$ cat src/rtl/ahb2apb_pkg.sv
// Shared types, response codes and the write-strobe helper for the AHB-Lite to APB4 bridge.
package ahb2apb_pkg;

  typedef enum logic [1:0] {
    TransIdle   = 2'd0,
    TransBusy   = 2'd1,
    TransNonseq = 2'd2,
    TransSeq    = 2'd3
  } htrans_e;

  typedef enum logic [2:0] {
    SizeByte  = 3'd0,
    SizeHalf  = 3'd1,
    SizeWord  = 3'd2,
    SizeDword = 3'd3,
    Size4Word = 3'd4,
    Size8Word = 3'd5,
    Size512   = 3'd6,
    Size1024  = 3'd7
  } hsize_e;

  typedef enum logic {
    RespOkay  = 1'b0,
    RespError = 1'b1
  } hresp_e;

  typedef enum logic [2:0] {
    StIdle   = 3'd0,
    StWdata  = 3'd1,
    StSetup  = 3'd2,
    StAccess = 3'd3,
    StErr1   = 3'd4,
    StErr2   = 3'd5
  } state_e;

  localparam logic OKAY  = RespOkay;
  localparam logic ERROR = RespError;

  // Byte lanes for a legal (<= word) transfer; halfwords are forced onto an even lane pair.
  function automatic logic [3:0] calc_pstrb(input logic [2:0] hsize, input logic [1:0] addr_lo);
    logic [3:0] strb;
    case (hsize)
      3'd0:    strb = 4'b0001 << addr_lo;
      3'd1:    strb = 4'b0011 << {addr_lo[1], 1'b0};
      default: strb = 4'hF;
    endcase
    return strb;
  endfunction

endpackage

$ cat src/rtl/ahb2apb_bridge.sv
// AHB-Lite slave to APB4 master bridge: one AHB beat at a time, one APB SETUP/ACCESS per beat,
// with all outputs registered from a single state machine.
module ahb2apb_bridge
  import ahb2apb_pkg::*;
#(
  parameter int unsigned AHB_AW = 32,
  parameter int unsigned AHB_DW = 32
) (
  input  logic              clk,
  input  logic              reset,
  input  logic              hsel,
  input  logic [AHB_AW-1:0] haddr,
  input  logic [1:0]        htrans,
  input  logic              hwrite,
  input  logic [2:0]        hsize,
  input  logic [2:0]        hburst,
  input  logic [AHB_DW-1:0] hwdata,
  input  logic              hready,
  output logic              hreadyout,
  output logic              hresp,
  output logic [AHB_DW-1:0] hrdata,
  output logic [AHB_AW-1:0] paddr,
  output logic              psel,
  output logic              penable,
  output logic              pwrite,
  output logic [AHB_DW-1:0] pwdata,
  output logic [3:0]        pstrb,
  input  logic [AHB_DW-1:0] prdata,
  input  logic              pready,
  input  logic              pslverr
);

  if (AHB_DW != 32) begin : g_dw_check
    $error("ahb2apb_bridge: AHB_DW must be 32");
  end

  state_e state_q;
  logic   req;

  // Bursts run as independent beats, so SEQ behaves like NONSEQ and hburst is not needed.
  assign req = hsel & hready & htrans[1];

  logic unused_inputs;
  assign unused_inputs = ^{hburst, htrans[0]};

  always_ff @(posedge clk) begin
    if (reset) begin
      state_q   <= StIdle;
      psel      <= 1'b0;
      penable   <= 1'b0;
      pwrite    <= 1'b0;
      paddr     <= '0;
      pwdata    <= '0;
      pstrb     <= 4'h0;
      hreadyout <= 1'b1;
      hresp     <= OKAY;
      hrdata    <= '0;
    end else begin
      case (state_q)
        StIdle, StErr2: begin
          state_q   <= StIdle;
          hreadyout <= 1'b1;
          hresp     <= OKAY;
          psel      <= 1'b0;
          penable   <= 1'b0;
          if (req) begin
            hreadyout <= 1'b0;
            if (hsize > SizeWord) begin
              // Oversized transfers never reach APB.
              state_q <= StErr1;
              hresp   <= ERROR;
            end else begin
              paddr  <= haddr;
              pwrite <= hwrite;
              pstrb  <= hwrite ? calc_pstrb(hsize, haddr[1:0]) : 4'h0;
              if (hwrite) begin
                state_q <= StWdata;
              end else begin
                state_q <= StSetup;
                psel    <= 1'b1;
              end
            end
          end
        end

        StWdata: begin
          // hwdata is only valid in the AHB data phase, one cycle after the address.
          pwdata  <= hwdata;
          psel    <= 1'b1;
          penable <= 1'b0;
          state_q <= StSetup;
        end

        StSetup: begin
          penable <= 1'b1;
          state_q <= StAccess;
        end

        StAccess: begin
          if (pready) begin
            psel    <= 1'b0;
            penable <= 1'b0;
            if (pslverr) begin
              state_q <= StErr1;
              hresp   <= ERROR;
            end else begin
              state_q   <= StIdle;
              hreadyout <= 1'b1;
              if (!pwrite) begin
                hrdata <= prdata;
              end
            end
          end
        end

        StErr1: begin
          state_q   <= StErr2;
          hreadyout <= 1'b1;
          hresp     <= ERROR;
          psel      <= 1'b0;
          penable   <= 1'b0;
        end

        default: begin
          state_q   <= StIdle;
          hreadyout <= 1'b1;
          hresp     <= OKAY;
          psel      <= 1'b0;
          penable   <= 1'b0;
        end
      endcase
    end
  end

endmodule
$ cat config.mk
export PLATFORM = sky130hd
export DESIGN_NAME = ahb2apb_bridge
export DESIGN_NICKNAME = d
export VERILOG_FILES = /design/src/rtl/ahb2apb_pkg.sv /design/src/rtl/ahb2apb_bridge.sv
export SDC_FILE = /design/constraint.sdc
export NUM_CORES = 1
export LEC_CHECK = 0
export CORE_ASPECT_RATIO = 0.75
export CORE_UTILIZATION = 43
export DETAILED_ROUTE_END_ITERATION = 16
export MAX_ROUTING_LAYER = met4
export PLACE_DENSITY = 0.95
export REMOVE_ABC_BUFFERS = 1
export SYNTH_ARGS = -nofsm -noshare
export SYNTH_HDL_FRONTEND = slang
export SYNTH_SLANG_ARGS = --single-unit
$ cat constraint.sdc
create_clock -name clk -period 3.8 [get_ports clk]
set_input_delay 0.76 -clock clk [delete_from_list [all_inputs] [get_ports clk]]
set_output_delay 0.76 -clock clk [all_outputs]
set_load 0.05 [all_outputs]
==> Word level (Yosys, flattened, before mapping) <==
Cells that the tools add are included.
{ "word_totals": {"wordCells": 61, "output_inout_bits": 105, "register_bits": 108} }
{ "op_classes": {"reduce_logical": 9, "bitwise": 7, "n_eq_ne": 9, "magnitude_cmp": 1, "n_mux": 23, "shift": 2} }
{ "op_table": {"columns": ["cell", "n"], "rows": [
  ["case mux 3 bit (5 select lines)", 1],
  ["2-to-1 mux 3 bit", 4],
  ["2-to-1 mux 1 bit", 11],
  ["AND reduction 3 bit", 3],
  ["case mux 1 bit (4 select lines)", 2],
  ["case mux 4 bit (2 select lines)", 1],
  ["== test 3 x 1 -> 1 bit, second input constant", 2],
  ["== test 3 x 2 -> 1 bit, second input constant", 2],
  ["== test 3 bit, second input constant", 2],
  ["zero test 3 bit", 2],
  ["inequality test 2 bit, second input constant", 3],
  ["NOT 1 bit", 5],
  ["2-to-1 mux 4 bit", 1],
  ["AND reduction 4 bit", 1],
  ["OR reduction 2 bit", 2],
  ["left shift 1 x 2 -> 4 bit, first input constant", 1],
  ["left shift 2 x 2 -> 4 bit, first input constant", 1],
  ["greater-than comparator 3 x 2 -> 1 bit, second input constant", 1],
  ["case mux 1 bit (3 select lines)", 1],
  ["AND 1 bit", 2],
  ["2-to-1 mux 2 bit", 1],
  ["case mux 1 bit (2 select lines)", 1],
  ["AND reduction 2 bit", 1]
]} }

==> Longest topological paths before layout <==
{ "depth": {"ltp_word": 4, "depth_mapped": 5, "ltp_nobuf": 3} }

==> Worst setup path before layout <==
Ideal clock, no wire load.
{ "synth_path": {"kind": "in2reg", "start": "input port pslverr", "end": "register hrdata[0]", "setup_time_ps": 72, "path_stages": 5, "n_path_buf": 2, "arrival_time_ps": 1693, "setup_slack_ps": 2036, "cell_sequence": "and4b_1 nor3b_1 buf_2 buf_4 mux2i_1"} }
{ "synth_between": {"elab_chain_len": 2} }
{ "synth_lines": {"columns": ["element", "line", "source"], "rows": [
  ["start, declared", "ahb2apb_bridge.sv:30", "input logic pslverr"],
  ["NOT 1 bit (no line)", null, null],
  ["AND reduction 4 bit (no line)", null, null],
  ["end signal, assigned", "ahb2apb_bridge.sv:110", "hrdata <= prdata;"],
  ["end, declared", "ahb2apb_bridge.sv:21", "output logic [AHB_DW-1:0] hrdata,"]
]} }
Every way passes these cells.
A chain may end at the register's enable or synchronous reset.

==> Final worst setup path <==
{ "layout_path": {"start": "input port hsize[0]", "end": "register paddr[8]"} }
{ "layout_between": {"elab_chain_len": 3} }
{ "layout_lines": {"columns": ["element", "line", "source"], "rows": [
  ["start, declared", "ahb2apb_bridge.sv:15", "input logic [2:0] hsize,"],
  ["greater-than comparator 3 x 2 -> 1 bit", "ahb2apb_bridge.sv:68", "if (hsize > SizeWord) begin"],
  ["NOT 1 bit (no line)", null, null],
  ["AND reduction 3 bit (no line)", null, null],
  ["end signal, assigned", "ahb2apb_bridge.sv:73", "paddr <= haddr;"],
  ["end, declared", "ahb2apb_bridge.sv:22", "output logic [AHB_AW-1:0] paddr,"]
]} }
Every way passes these cells.

==> summary.md <==
| Metric | Value |
|---|---|
| CTS Sinks | `108` |
| Final core utilization | `0.705` |
| Maxcap violations | `0` |
| Combinational Power Share | `0.166` |
| Antenna diode count | `0` |
| Hold endpoint | `pwdata[6]$_SDFFE_PP0N_` |
| Largest cells by area after synthesis | `dfxtp_1, nand2_1, a21oi_1, mux2i_1, o31ai_1` |
| Die Ht | `89.2 um` |
| Critical Path Fanout Max | `25` |
| Hold Crit Depth | `2` |
| Skew final | `0.00773 ns` |
| Cell Int Power | `2.03 mW` |
| Pin count of the biggest net entering global routing | `72` |
| Iter 0 DRT Violations | `228` |
| Finished Layout Cells | `827` |
| Cell Area, Synth | `4360 um^2` |
| Hold_sp | `pwdata[6]$_SDFFE_PP0N_` |
| H-tree depth | `3` |
| Worst Tran Pin Value | `1.18 ns` |
| Detailed Route WL | `around 13 mm` |
| Crit. Startpoint | `hsize[0]` |
| HPWL after DPL | `9.00 mm` |
| Worst slew margin | `0.213` |
| CTS clk-pin slew, worst paths | `0.06 ns` |
| Clk_lat worst skew | `~0.33 ns` |
| Final Worst Setup Slack | `1.41 ns` |
| Sequential fraction of the synthesis area | `0.496` |
| Data arrival time of the critical path | `2.64 ns` |
| Setup slack at placement | `around 1.1 ns` |
| Fraction of registers with async set/reset | `0` |
| Starting Density | `0.448` |
| Vias in the first global route | `4,074` |
| Via Count | `4,417` |
| Crit path time final | `2.39 ns` |
| # nets final | `801` |
| Syn avg cell area | `8.58 um^2` |
| Largest buffer count on any clock path | `2` |
| Initial antenna violation count | `0` |
| Total CTS buffers | `9` |
| Vias per cell | `5.34` |
| Congestion Overflow GR | `0` |
| Reg-to-reg endpoint | `paddr[14]$_SDFFE_PP0P_` |
| Num ports | `216` |
| Post-CTS setup buffers | `0` |
| F_max | `418 MHz` |
| Non-Filler Cell Area, Final | `6860 um^2` |
| Outcome | `completed` |
| Most common cell in the netlist | `nand2_1` |
| Type of element capturing the critical path | `flip-flop` |
| Core ar. | `9740 um^2` |
| Total track usage | `0.240` |
| IO Port Bufs | `around 210` |
| Largest area contributor in the netlist | `dfxtp_1` |
| Worst hold path type | `flip-flop to flip-flop` |
| First-pass GRT wire length | `19.6 mm` |
| Setup Viol. Count Final | `0` |
| Worst path cell trace | `clkdlybuf4s50_1 > a21o_1 > buf_4 > o31ai_1 > a21oi_1` |
| Dpl cells | `811` |
| RSZ-0062 raised after global routing | `no` |
| Clock share of power | `0.395` |
| Total iterations of the first detailed-routing run | `7` |
| Die width | `118 um` |
| Worst reg-to-reg setup slack | `1.54 ns` |
| Crit start category | `primary input` |
| DP Area | `6510 um^2` |
| Reg-to-reg critical path startpoint | `state_q[2]$_SDFFE_PP0N_` |
| WHS | `0.453 ns` |
| VDD IR max | `300 uV` |
| Main synth FF type | `dfxtp_1` |
| Antenna-violating nets left | `0` |
| EDFF count, synth | `0` |
| Setup CP Type | `primary input to flip-flop` |
| Layout cells sized above 1 | `0.0475` |
| Leakage | `2.34 nW` |
| Site Rows | `31` |
| Layout area overhead | `57.4%` |
| Post_cts resized | `0` |
| Yosys reg bits | `108` |
| Yosys warnings | `0` |
| Syn Inst Count | `508` |
| Library cells used by synthesis | `37` |
| Worst path slowest cell | `a21o_1` |
| Post-CTS Hold Buffers | `0` |
| Flop pwr share | `0.439` |
| NetSw | `slightly below 0.7 mW` |
| Routability Congestion | `approximately 0.84` |
| Req. time, crit path | `4.05 ns` |
| Sw frac | `0.249` |
| Drt wl/cell | `15.4 um` |
| Root Driver | `clkbuf_16` |
| TritonCTS clock tree | `built` |
| Reg2Reg Depth | `4` |
| Power Density | `394 nW/um^2` |
| Top cell type's share of synthesized area | `0.496` |
| Final hold violation count | `0` |
| # DRC | `0` |
| Pins over their slew limit | `0` |
| Top cells by count, synth | `nand2_1, dfxtp_1, a21oi_1, clkbuf_1, o31ai_1` |
| Final period util | `0.629` |
| Max stage delay on crit path | `0.68 ns` |
| Die Area | `10,600 um^2` |
## power by group through the flow
stage                     Sequential (mW)  Combinational (mW)  Clock, mW
after floorplan                      1.30               0.120          0
after global routing                 1.19               0.476       1.14
after CTS                            1.19               0.448       1.09
after global placement               1.21               0.435          0
final                                1.19               0.448       1.07
after detailed placement             1.21               0.445          0
## registers in the layout, summed over array words and instances, names as in the netlist, 3 cells and up
register / count
pstrb: 4
state_q: 3
pwdata: 32
hrdata: 32
paddr: 32
## area by class of cell
class | count | area, um^2
inverters | 4 | 15.0
multi-input cells | 347 | 1990
clock inverters | 4 | 95.1
flip-flops and latches | 108 | 2160
fillers | 731 | 2870
well taps | 132 | 165
clock buffers | 12 | 256
repair buffers | 220 | 2170
## cells in the final DEF, fill, tap and decap left out, types with 3 or more instances in the layout
cell	Yosys	routed
clkdlybuf4s50_1	0	210
nand2_1	134	134
dfxtp_1	108	108
a21oi_1	70	69
o31ai_1	35	35
nand4_1	34	34
mux2i_1	34	34
clkbuf_16	0	9
buf_4	3	9
o21ai_0	3	3
inv_1	3	3
bufinv_16	0	3
## routing by layer
metal,share of wire,routed length (um),vias to the layer above,GRT usage
met2,0.50,6340,190,0.396
met5,0,0,-,-
met4,0.027,346,0,0.0967
met1,0.42,5330,2046,0.282
met3,0.059,751,35,0.0631
li1,-,-,2146,-
## cells by family (layout without fill, tap and decap cells)
group | count (synthesis) | in the layout | share of synthesized area
XOR/XNOR | 3 | 3 | 0.00947
flip-flops | 108 | 108 | 0.496
multiplexers | 34 | 34 | 0.0780
AND/OR/NAND/NOR | 187 | 187 | 0.195
buffers and inverters | 53 | 240 | 0.0505
AO/OA/AOI/OAI | 123 | 123 | 0.172
## through the flow
stage          power [mW]  setup TNS (ns)
2_1_floorplan        1.42          -33.25
4_1_cts              2.73               0
6_report             2.70               0
3_3_place_gp         1.65               0
3_5_place_dp         1.66               0
5_1_grt              2.81               0
## worst max-delay path by stage
| stage | endpoint | depth (start not counted) |
|---|---|---|
| floorplan | hrdata[0]$_SDFFE_PP0P_ | 3 |
| global placement | paddr[25]$_SDFFE_PP0P_ | 5 |
| detailed placement | paddr[8]$_SDFFE_PP0P_ | 5 |
| CTS | paddr[8]$_SDFFE_PP0P_ | 5 |
| global route | paddr[8]$_SDFFE_PP0P_ | 5 |
| finish | paddr[8]$_SDFFE_PP0P_ | 5 |
## worst max-delay path, delay by kind of cell
family	cells	cell delay, ns
buffers and inverters	2	0.90
AO/OA/AOI/OAI	3	0.97
No activity file was read; power rests on OpenSTA's default activity.
